[src/rtl/score_display_driver.sv]
`default_nettype none
// score_display_driver: snapshots a 3-digit BCD score once per scan frame and
// drives a multiplexed 7-segment display with leading-zero blanking and change flash.
module score_display_driver #(
  parameter int REFRESH_DIV  = 50000,
  parameter int BLINK_FRAMES = 2,
  parameter int ACTIVE_LOW   = 1
) (
  input  logic        clk,
  input  logic        resetn,
  input  logic        enable,
  input  logic [11:0] score_value,
  output logic [6:0]  seg,
  output logic [2:0]  an,
  output logic        updated
);

  localparam int TW = (REFRESH_DIV > 1) ? $clog2(REFRESH_DIV) : 1;
  localparam int BW = $clog2(2 * BLINK_FRAMES) + 1;

  localparam logic [TW-1:0] TICK_LAST  = TW'(REFRESH_DIV - 1);
  localparam logic [BW-1:0] BLINK_LOAD = BW'(2 * BLINK_FRAMES - 1);
  localparam logic [6:0]    SEG_OFF    = (ACTIVE_LOW != 0) ? 7'h7F : 7'h00;
  localparam logic [2:0]    AN_OFF     = (ACTIVE_LOW != 0) ? 3'b111 : 3'b000;

  typedef enum logic [1:0] {
    SLOT_ONES  = 2'd0,
    SLOT_TENS  = 2'd1,
    SLOT_HUNDS = 2'd2
  } slot_t;

  slot_t         slot_q, slot_d;
  logic [TW-1:0] tick_cnt_q, tick_cnt_d;
  logic [11:0]   snap_q, snap_d;
  logic [BW-1:0] blink_cnt_q, blink_cnt_d;
  logic          updated_q, updated_d;
  logic [6:0]    seg_q, seg_d;
  logic [2:0]    an_q, an_d;

  logic       tick;
  logic       frame_end;
  logic       score_changed;
  logic       hund_blank;
  logic       tens_blank;
  logic       dark;
  logic [3:0] digit;
  logic       digit_blank;
  logic [2:0] an_sel;
  logic [6:0] seg_code;

  // Active-high segment codes {g,f,e,d,c,b,a}; any non-decimal nibble is a dash.
  function automatic logic [6:0] decode7(input logic [3:0] nib);
    case (nib)
      4'h0:    decode7 = 7'h3F;
      4'h1:    decode7 = 7'h06;
      4'h2:    decode7 = 7'h5B;
      4'h3:    decode7 = 7'h4F;
      4'h4:    decode7 = 7'h66;
      4'h5:    decode7 = 7'h6D;
      4'h6:    decode7 = 7'h7D;
      4'h7:    decode7 = 7'h07;
      4'h8:    decode7 = 7'h7F;
      4'h9:    decode7 = 7'h6F;
      default: decode7 = 7'h40;
    endcase
  endfunction

  assign tick          = (tick_cnt_q == TICK_LAST);
  assign frame_end     = tick && (slot_q == SLOT_HUNDS);
  assign score_changed = (score_value != snap_q);
  assign hund_blank    = (snap_q[11:8] == 4'h0);
  assign tens_blank    = hund_blank && (snap_q[7:4] == 4'h0);
  assign dark          = !enable || blink_cnt_q[0];

  always_comb begin
    tick_cnt_d  = tick ? '0 : tick_cnt_q + 1'b1;
    slot_d      = slot_q;
    snap_d      = snap_q;
    blink_cnt_d = blink_cnt_q;
    updated_d   = 1'b0;

    if (tick) begin
      case (slot_q)
        SLOT_ONES: slot_d = SLOT_TENS;
        SLOT_TENS: slot_d = SLOT_HUNDS;
        default:   slot_d = SLOT_ONES;
      endcase
    end

    // The score is only ever taken at the end of the hundreds slot, so a
    // whole frame is always drawn from one consistent snapshot.
    if (frame_end) begin
      snap_d    = score_value;
      updated_d = score_changed;
      if (score_changed && (BLINK_FRAMES != 0)) begin
        blink_cnt_d = BLINK_LOAD;
      end else if (blink_cnt_q != '0) begin
        blink_cnt_d = blink_cnt_q - 1'b1;
      end
    end

    case (slot_q)
      SLOT_TENS: begin
        digit       = snap_q[7:4];
        digit_blank = tens_blank;
        an_sel      = 3'b010;
      end
      SLOT_HUNDS: begin
        digit       = snap_q[11:8];
        digit_blank = hund_blank;
        an_sel      = 3'b100;
      end
      default: begin
        digit       = snap_q[3:0];
        digit_blank = 1'b0;
        an_sel      = 3'b001;
      end
    endcase

    seg_code = digit_blank ? 7'h00 : decode7(digit);
    if (dark) begin
      an_sel   = 3'b000;
      seg_code = 7'h00;
    end

    // XOR with the idle pattern applies the pin polarity in one place.
    an_d  = an_sel ^ AN_OFF;
    seg_d = seg_code ^ SEG_OFF;
  end

  always_ff @(posedge clk) begin
    if (!resetn) begin
      tick_cnt_q  <= '0;
      slot_q      <= SLOT_ONES;
      snap_q      <= '0;
      blink_cnt_q <= '0;
      updated_q   <= 1'b0;
      seg_q       <= SEG_OFF;
      an_q        <= AN_OFF;
    end else begin
      tick_cnt_q  <= tick_cnt_d;
      slot_q      <= slot_d;
      snap_q      <= snap_d;
      blink_cnt_q <= blink_cnt_d;
      updated_q   <= updated_d;
      seg_q       <= seg_d;
      an_q        <= an_d;
    end
  end

  assign seg     = seg_q;
  assign an      = an_q;
  assign updated = updated_q;

endmodule
`default_nettype wire

[config.mk]
export PLATFORM = sky130hd
export DESIGN_NAME = score_display_driver
export DESIGN_NICKNAME = d
export VERILOG_FILES = /design/src/rtl/score_display_driver.sv
export SDC_FILE = /design/constraint.sdc
export NUM_CORES = 1
export LEC_CHECK = 0
export BUFFER_PORTS_ARGS = -buffer_cell sky130_fd_sc_hd__buf_2
export CAP_MARGIN = 15
export CORE_AREA = 4 4 67 69
export DETAILED_ROUTE_END_ITERATION = 8
export DIE_AREA = 0 0 71 73
export GPL_TIMING_DRIVEN = 0
export PLACE_DENSITY = 0.73
export SLEW_MARGIN = 40
export SYNTH_ARGS = -nofsm -noshare
export SYNTH_HDL_FRONTEND = slang
export SYNTH_SLANG_ARGS = --single-unit
[constraint.sdc]
create_clock -name clk -period 4 [get_ports clk]
set_input_delay 0.8 -clock clk [delete_from_list [all_inputs] [get_ports clk]]
set_output_delay 0.8 -clock clk [all_outputs]
set_load 0.05 [all_outputs]
==> qor_table.md, run 1 <==
| Parameter | Value |
|:---|:---|
| Outcome | finished clean |
| Combinational cell fraction of total power | 6.1% |
| Count of fill cells added during filler insertion | 378 |
| Critical-path maximum fanout | 10 |
| Count of pins on the block boundary | 26 |
| Final slew viol count | 0 |
| Register area share after synthesis | 42.5% |
| Final setup violation count | 0 |
| Clock skew | 7.19 ps |
| Flop2flop setup slack | 1650 ps |
| Setup TNS | 0 ps |
| Worst setup SP type | flip-flop |
| CP max stage cell | mux2i_1 |
| Maximum number of pins on one net before global-route repair | 14 |
| Netlist Area Pre-Place | 2070 µm² |
| Setup repair after global routing missed its margin | no |
| Yosys top cell by area | dfxtp_1 |
| Worst endpoint required time | 4160 ps |
| Ant. Diodes | 0 |
| Share of flip-flops with an asynchronous set or reset | 0% |
| Maximum vdd ir drop | 0.000161 V |
| DIE AREA | 5180 µm² |
| Cts hold-fix bufs | 0 |
| Reported net switching power | 0.000180 W |
| Port buffer count | 25 |
| CTS buffer count | 5 |
| Largest cells by area after synthesis | dfxtp_1, xor2_1, mux2i_1 |
| Worst-margin pin slew | 535 ps |
| Net total in the final layout | 283 |
| Ratio of cells with drive above 1 in the final layout | 15.2% |
| Yosys top cell area share | 42.5% |
| Count of different cell masters after synthesis | 34 |
| Clock tree from TritonCTS | built |
| Routability-driven placement congestion ratio | 0.850 |
| Via count of the first global-routing pass | 1600 |
| Floorplan core area | 3910 µm² |
| Average detailed-routed wire length per instance | 12.6 µm |
| Horizontal extent of the die | 71 µm |
| Number of detailed-routing iterations run before antenna repair | 4 |
| Gr ovfl total | 0 |
| Static leakage | 1.05 nW |
| H-tree depth reported by CTS | 2 |
| CP peak stage delay | 470 ps |
| Area growth from synthesis to final layout | 13.5% |
| DRC viols | 0 |
| DRT antenna net count | 0 |
| Relative contribution of sequential cells to total power | 57.6% |
| Power per Cell Area | 330 nW/µm² |
| Hold_ws | 480 ps |
| Post-Syn Area per Cell | 9.26 µm² |
| Headroom to the max-slew limit | 64.3% |
| Global routing usage summed across all routing layers | 16.8% |
| Internal portion of total power | 0.000597 W |
| Clock network fraction of total power | 36.3% |
| Mean number of vias per cell | 5.25 |
| Number of antenna violations at the first check in global routing | 0 |
| Worst-path clk slew | 80 ps |
| Half-perimeter wire length after detailed placement | 2920 µm |
| Share of the cycle needed by the critical path after routing | 58.9% |
| Synthesized net count | 251 |
| Reported max-cap violation count | 0 |
| Synth warnings | 0 |
| Instance count of the mapped netlist | 224 |
| Class of the worst hold path | reg -> reg |
| Element type at the critical path end | flip-flop |
| EDFF count, synth | 0 |
| CP arrival | 2510 ps |
| Max Root-Sink Buffers | 2 |
| Final standard cell utilization of the core | 60.2% |
| Post-synthesis sequential element count | 44 |
| Height of the die | 73 µm |
| Critical Setup Path Class | reg -> reg |
| Total setup buffers inserted after CTS | 0 |
| Clk Latency, worst-skew pair | 290 ps |
| Count of instances resized after the clock tree is built | 0 |
| Fraction of power spent switching nets | 23.1% |
| Top achievable clock speed | 0.425 GHz |
| Final Routed Wirelength | 3860 µm |
| Clock net sink count | 44 |
| Root Driver | clkbuf_8 |
| Top FF cell, synth | dfxtp_1 |
| Cell chain of the critical path | inv_1 > ha_1 > clkbuf_1 > mux2i_1 > inv_1 > ha_1 > mux2i_1 > o21ai_0 |
| Final hold violation count | 0 |
| Violation count after the first detailed-routing iteration | 82 |
| Routed via count | 1613 |
| Starting density of the core | 53.0% |
| Number of placement rows | 23 |
| First-pass GRT wire length | 6940 µm |
| Total Power | 0.000777 W |
| Final critical path time including I/O delays and setup | 2350 ps |
==> cell families (layout without fill, tap and decap cells) <==
kind of cell	Yosys count	in the layout	synth area share, %
AOI/OAI and AO/OA	27	27	7.90
xor gates and xnor gates	26	26	11.0
adders and majority gates	12	12	7.24
buffers and inverters	14	47	2.77
DFF	44	44	42.5
muxes	17	17	8.20
and+or+nand+nor	84	84	20.4
==> per-stage QoR <==
stage | std cells | setup WS, ps | area, µm²
2_1_floorplan | 224 | 2010 | 2070
3_3_place_gp | 299 | 1640 | 2260
3_5_place_dp | 299 | 1640 | 2260
4_1_cts | 307 | 1620 | 2350
5_1_grt | 307 | 1340 | 2350
6_report | 307 | 1650 | 2350
==> registers in the layout (all words and copies together), names as in the netlist <==
signal / cells
tick_cnt_q: 16
snap_q: 12
an: 3
slot_q: 2
seg: 7
updated: 1
blink_cnt_q: 3
==> cell usage in the layout, fill, tap and decap left out, types with 6 or more instances in the layout <==
cell and count:
clkbuf_8 6, nor2_1 39, xor2_1 21, ha_1 12
dfxtp_1 44, buf_2 26, nand2_1 14, mux2i_1 17
a21oi_1 9, inv_1 7, o21ai_0 8
==> power by group through the flow <==
stage / combinational, W / sequential, W / clock [W]
after CTS: 0.0000481 / 0.000447 / 0.000292
after floorplan: 0.0000157 / 0.000471 / 0
final: 0.0000475 / 0.000448 / 0.000282
after global routing: 0.0000526 / 0.000449 / 0.000313
after global placement: 0.0000474 / 0.000458 / 0
after detailed placement: 0.0000477 / 0.000458 / 0
==> cell usage after synthesis (5+ instances only) <==
cell,instances
ha_1,12
nand2_1,14
xnor2_1,5
nand3_1,5
dfxtp_1,44
nor4_1,5
inv_1,7
nor2_1,39
o21ai_0,8
mux2i_1,17
a21oi_1,9
xor2_1,21
==> worst paths after layout <==
| path | start | endpoint | cells past startpoint |
|---|---|---|---|
| setup / recovery | slot_q[0] | seg[0] | 8 |
| hold / removal | blink_cnt_q[0] | an[0] | 1 |
| setup reg to reg | slot_q[0] | seg[0] | 8 |
| hold reg to reg | blink_cnt_q[0] | an[0] | 1 |
==> metal layers <==
| metal | up-vias | global-route usage, % | part of all wire, % |
|---|---|---|---|
| met1 | 754 | 20.8 | 48 |
| met3 | 5 | 4.27 | 3.2 |
| li1 | 833 | - | - |
| met4 | 0 | 5.01 | 1.3 |
| met2 | 21 | 28.7 | 48 |
| met5 | - | 0 | 0 |
==> area by class of cell <==
class,count,area [µm²],share of cell area (%)
inverter,8,30.0,1.28
clock inverter,2,10.0,0.425
multi-input combinational,166,1140,48.2
timing repair buffer,25,125,5.31
sequential,44,881,37.4
buffer,6,27.5,1.17
tap,50,62.6,2.66
clock buffer,6,82.6,3.51
==> critical path, delay by kind of cell (launching register included) <==
kind | cells | cell delay (ps)
buffers and inverters | 3 | 570
multiplexers | 2 | 620
adder cells (fa/ha/maj) | 2 | 550
flip-flops | 1 | 380
AO/OA/AOI/OAI | 1 | 100
Note: power is estimated with default switching activity, not from simulation.
==> run 2: changes to the inputs <==
Clock period 4 ns to 2.2 ns, I/O delays scaled along.
==> run 2 against run 1 <==
Cell area rose by 2.3%; core utilization is 1.4 points higher; register-to-register slack worse by 1500 ps; critical path depth decreased by 2; flip-flop and latch count is the same; worst setup slack worse by 1500 ps; global-route usage about the same; critical endpoint is now tick_cnt_q[13]; worst hold slack got worse by 75 ps; largest cell class unchanged; clock skew down 0.76 ps.
==> qor_table.md, run 2 (synthesis results as in run 1) <==
| Parameter | Value | Delta |
|:---|:---|:---|
| Count of fill cells added during filler insertion | 369 | was 378 |
| Design area | 2410 µm² | was 2350 µm² |
| Number of placement rows | 23 | unchanged |
| Max Root-Sink Buffers | 2 | unchanged |
| Headroom to the max-slew limit | 67.5% | was 64.3% |
| Outcome | finished clean | unchanged |
| Gr ovfl total | 0 | unchanged |
| Number of detailed-routing iterations run before antenna repair | 4 | unchanged |
| Clock skew | 6.43 ps | was 7.19 ps |
| CP max stage cell | or4b_4 | was mux2i_1 |
| Root Driver | clkbuf_8 | unchanged |
| Register name with the most flops | tick_cnt_q | unchanged |
| Final critical path time including I/O delays and setup | 2100 ps | was 2350 ps |
| CP peak stage delay | 570 ps | was 470 ps |
| Worst setup SP type | flip-flop | unchanged |
| Commonest non-fill, non-tap cell in the layout | dfxtp_1 | unchanged |
| Final slew viol count | 0 | unchanged |
| Power per Cell Area | 588 nW/µm² | was 330 nW/µm² |
| Final Routed Wirelength | 3970 µm | was 3860 µm |
| Worst endpoint required time | 2390 ps | was 4160 ps |
| Top achievable clock speed | 0.476 GHz | was 0.425 GHz |
| Critical Setup Path Class | reg -> reg | unchanged |
| Final setup violation count | 0 | unchanged |
| Horizontal extent of the die | 71 µm | unchanged |
| Global routing usage summed across all routing layers | 16.8% | about the same |
| First-pass GRT wire length | 6950 µm | was 6940 µm |
| Total Power | 0.00142 W | was 0.000777 W |
| Clock net sink count | 44 | unchanged |
| Static leakage | 1.06 nW | was 1.05 nW |
| Ratio of cells with drive above 1 in the final layout | 18.6% | was 15.2% |
| DIE AREA | 5180 µm² | unchanged |
| DRC viols | 0 | unchanged |
| Area growth from synthesis to final layout | 16.2% | was 13.5% |
| Ant. Diodes | 0 | unchanged |
| Violation count after the first detailed-routing iteration | 97 | was 82 |
| Routability-driven placement congestion ratio | 0.850 | unchanged |
| Element type at the critical path end | flip-flop | unchanged |
| Class of the worst hold path | in -> reg | was reg -> reg |
| Number of antenna violations at the first check in global routing | 0 | unchanged |
| Maximum vdd ir drop | 0.000279 V | was 0.000161 V |
| Flip-flop count of the largest register, all copies and words added | 16 | unchanged |
| Cell class contributing the biggest share of worst-path delay | simple AND/OR/NAND/NOR gates | was multiplexers |
| Worst-margin pin slew | 483 ps | was 535 ps |
| Floorplan core area | 3910 µm² | unchanged |
| Maximum number of pins on one net before global-route repair | 14 | unchanged |
| DRT antenna net count | 0 | unchanged |
| Hold_ws | 405 ps | was 480 ps |
| Via count of the first global-routing pass | 1592 | was 1600 |
| CP arrival | 2290 ps | was 2510 ps |
| Routed via count | 1632 | was 1613 |
| Height of the die | 73 µm | unchanged |
| Clock tree from TritonCTS | built | unchanged |
| Critical-path maximum fanout | 10 | unchanged |
| Number of buffers and inverters on the critical path | 2 | was 3 |
| Share of the cycle needed by the critical path after routing | 95.5% | was 58.9% |
| Worst-path clk slew | 80 ps | about the same |
| Starting density of the core | 53.0% | unchanged |
| Count of pins on the block boundary | 26 | unchanged |
| Final hold violation count | 0 | unchanged |
| CTS buffer count | 5 | unchanged |
| Reported max-cap violation count | 0 | unchanged |
| Port buffer count | 25 | unchanged |
| H-tree depth reported by CTS | 2 | unchanged |
| Average detailed-routed wire length per instance | 12.9 µm | was 12.6 µm |
| Net total in the final layout | 284 | was 283 |
| Most used cells in the layout excluding fill and tap cells | dfxtp_1, nor2_1, buf_2, xor2_1, mux2i_1 | unchanged |
| Half-perimeter wire length after detailed placement | 2920 µm | unchanged |
| Placement Cell Area | 2260 µm² | unchanged |
| Mean number of vias per cell | 5.30 | was 5.25 |
| Clk Latency, worst-skew pair | 290 ps | about the same |
| Flop2flop setup slack | 100 ps | was 1650 ps |
| Cell chain of the critical path | or4b_4 > or4_1 > clkbuf_1 > nand2_2 > buf_6 > nor2_1 | was inv_1 > ha_1 > clkbuf_1 > mux2i_1 > inv_1 > ha_1 > mux2i_1 > o21ai_0 |
-- run 2: changes by cell type in the layout (fill, tap and decap cells not counted), sizes merged --
cell / before / now
clkbuf: 10 / 8
buf: 27 / 30
-- run 2: cell type report --
class / instances / area (µm²) / area share, %
buffer: 4 / 23.8 / 0.987
clock buffer: 6 / 82.6 / 3.43
clock inverter: 2 / 10.0 / 0.415
inverter: 8 / 30.0 / 1.25
multi-input combinational: 166 / 1170 / 48.6
sequential: 44 / 882 / 36.6
tap: 50 / 62.6 / 2.60
timing repair buffer: 28 / 148 / 6.13
-- run 2: per-layer routing --
layer	track usage, %	wire, µm
met1	20.8	1870
met2	28.8	1930
met3	4.27	129
met4	5.01	47
met5	0	0
-- run 2: tightest hold or removal path, cell delays in order --
cell and delay (ps):
buf_2 90, mux2i_1 60, nor2_1 70
-- run 2: where the power goes --
group,switching (W),internal (W),total [W]
clock,0.000265,0.000251,0.000516
combinational,0.0000586,0.0000289,0.0000875
sequential,0.00000642,0.000807,0.000814
-- run 2: final timing paths --
kind,start,endpoint,cells after the start
worst max-delay path,tick_cnt_q[10],tick_cnt_q[13],6
worst min-delay path,score_value[4],snap_q[4],3
worst max register to register,tick_cnt_q[10],tick_cnt_q[13],6
worst min register to register,blink_cnt_q[0],an[0],1
-- run 2: what timing repair did --
| item | in CTS | in global routing |
|---|---|---|
| pin swaps | 0 | 1 |
| buffers inserted | 0 | 3 |
| hold buffers | 0 | 0 |
| endpoints found under the hold margin | 0 | 0 |
| resized for setup | 1 | 8 |
| endpoints found under the setup margin | 5 | 23 |
-- run 2: stage by stage --
stage | TNS, ps | instances | setup WS, ps | utilization, %
2_1_floorplan | 0 | 224 | 206 | -
3_3_place_gp | -327 | 299 | -78.5 | 57.8
3_5_place_dp | -508 | 299 | -146 | 57.8
4_1_cts | 0 | 306 | 12.2 | 60.2
5_1_grt | -3.28 | 308 | -3.28 | 61.6
6_report | 0 | 308 | 99.5 | 61.6
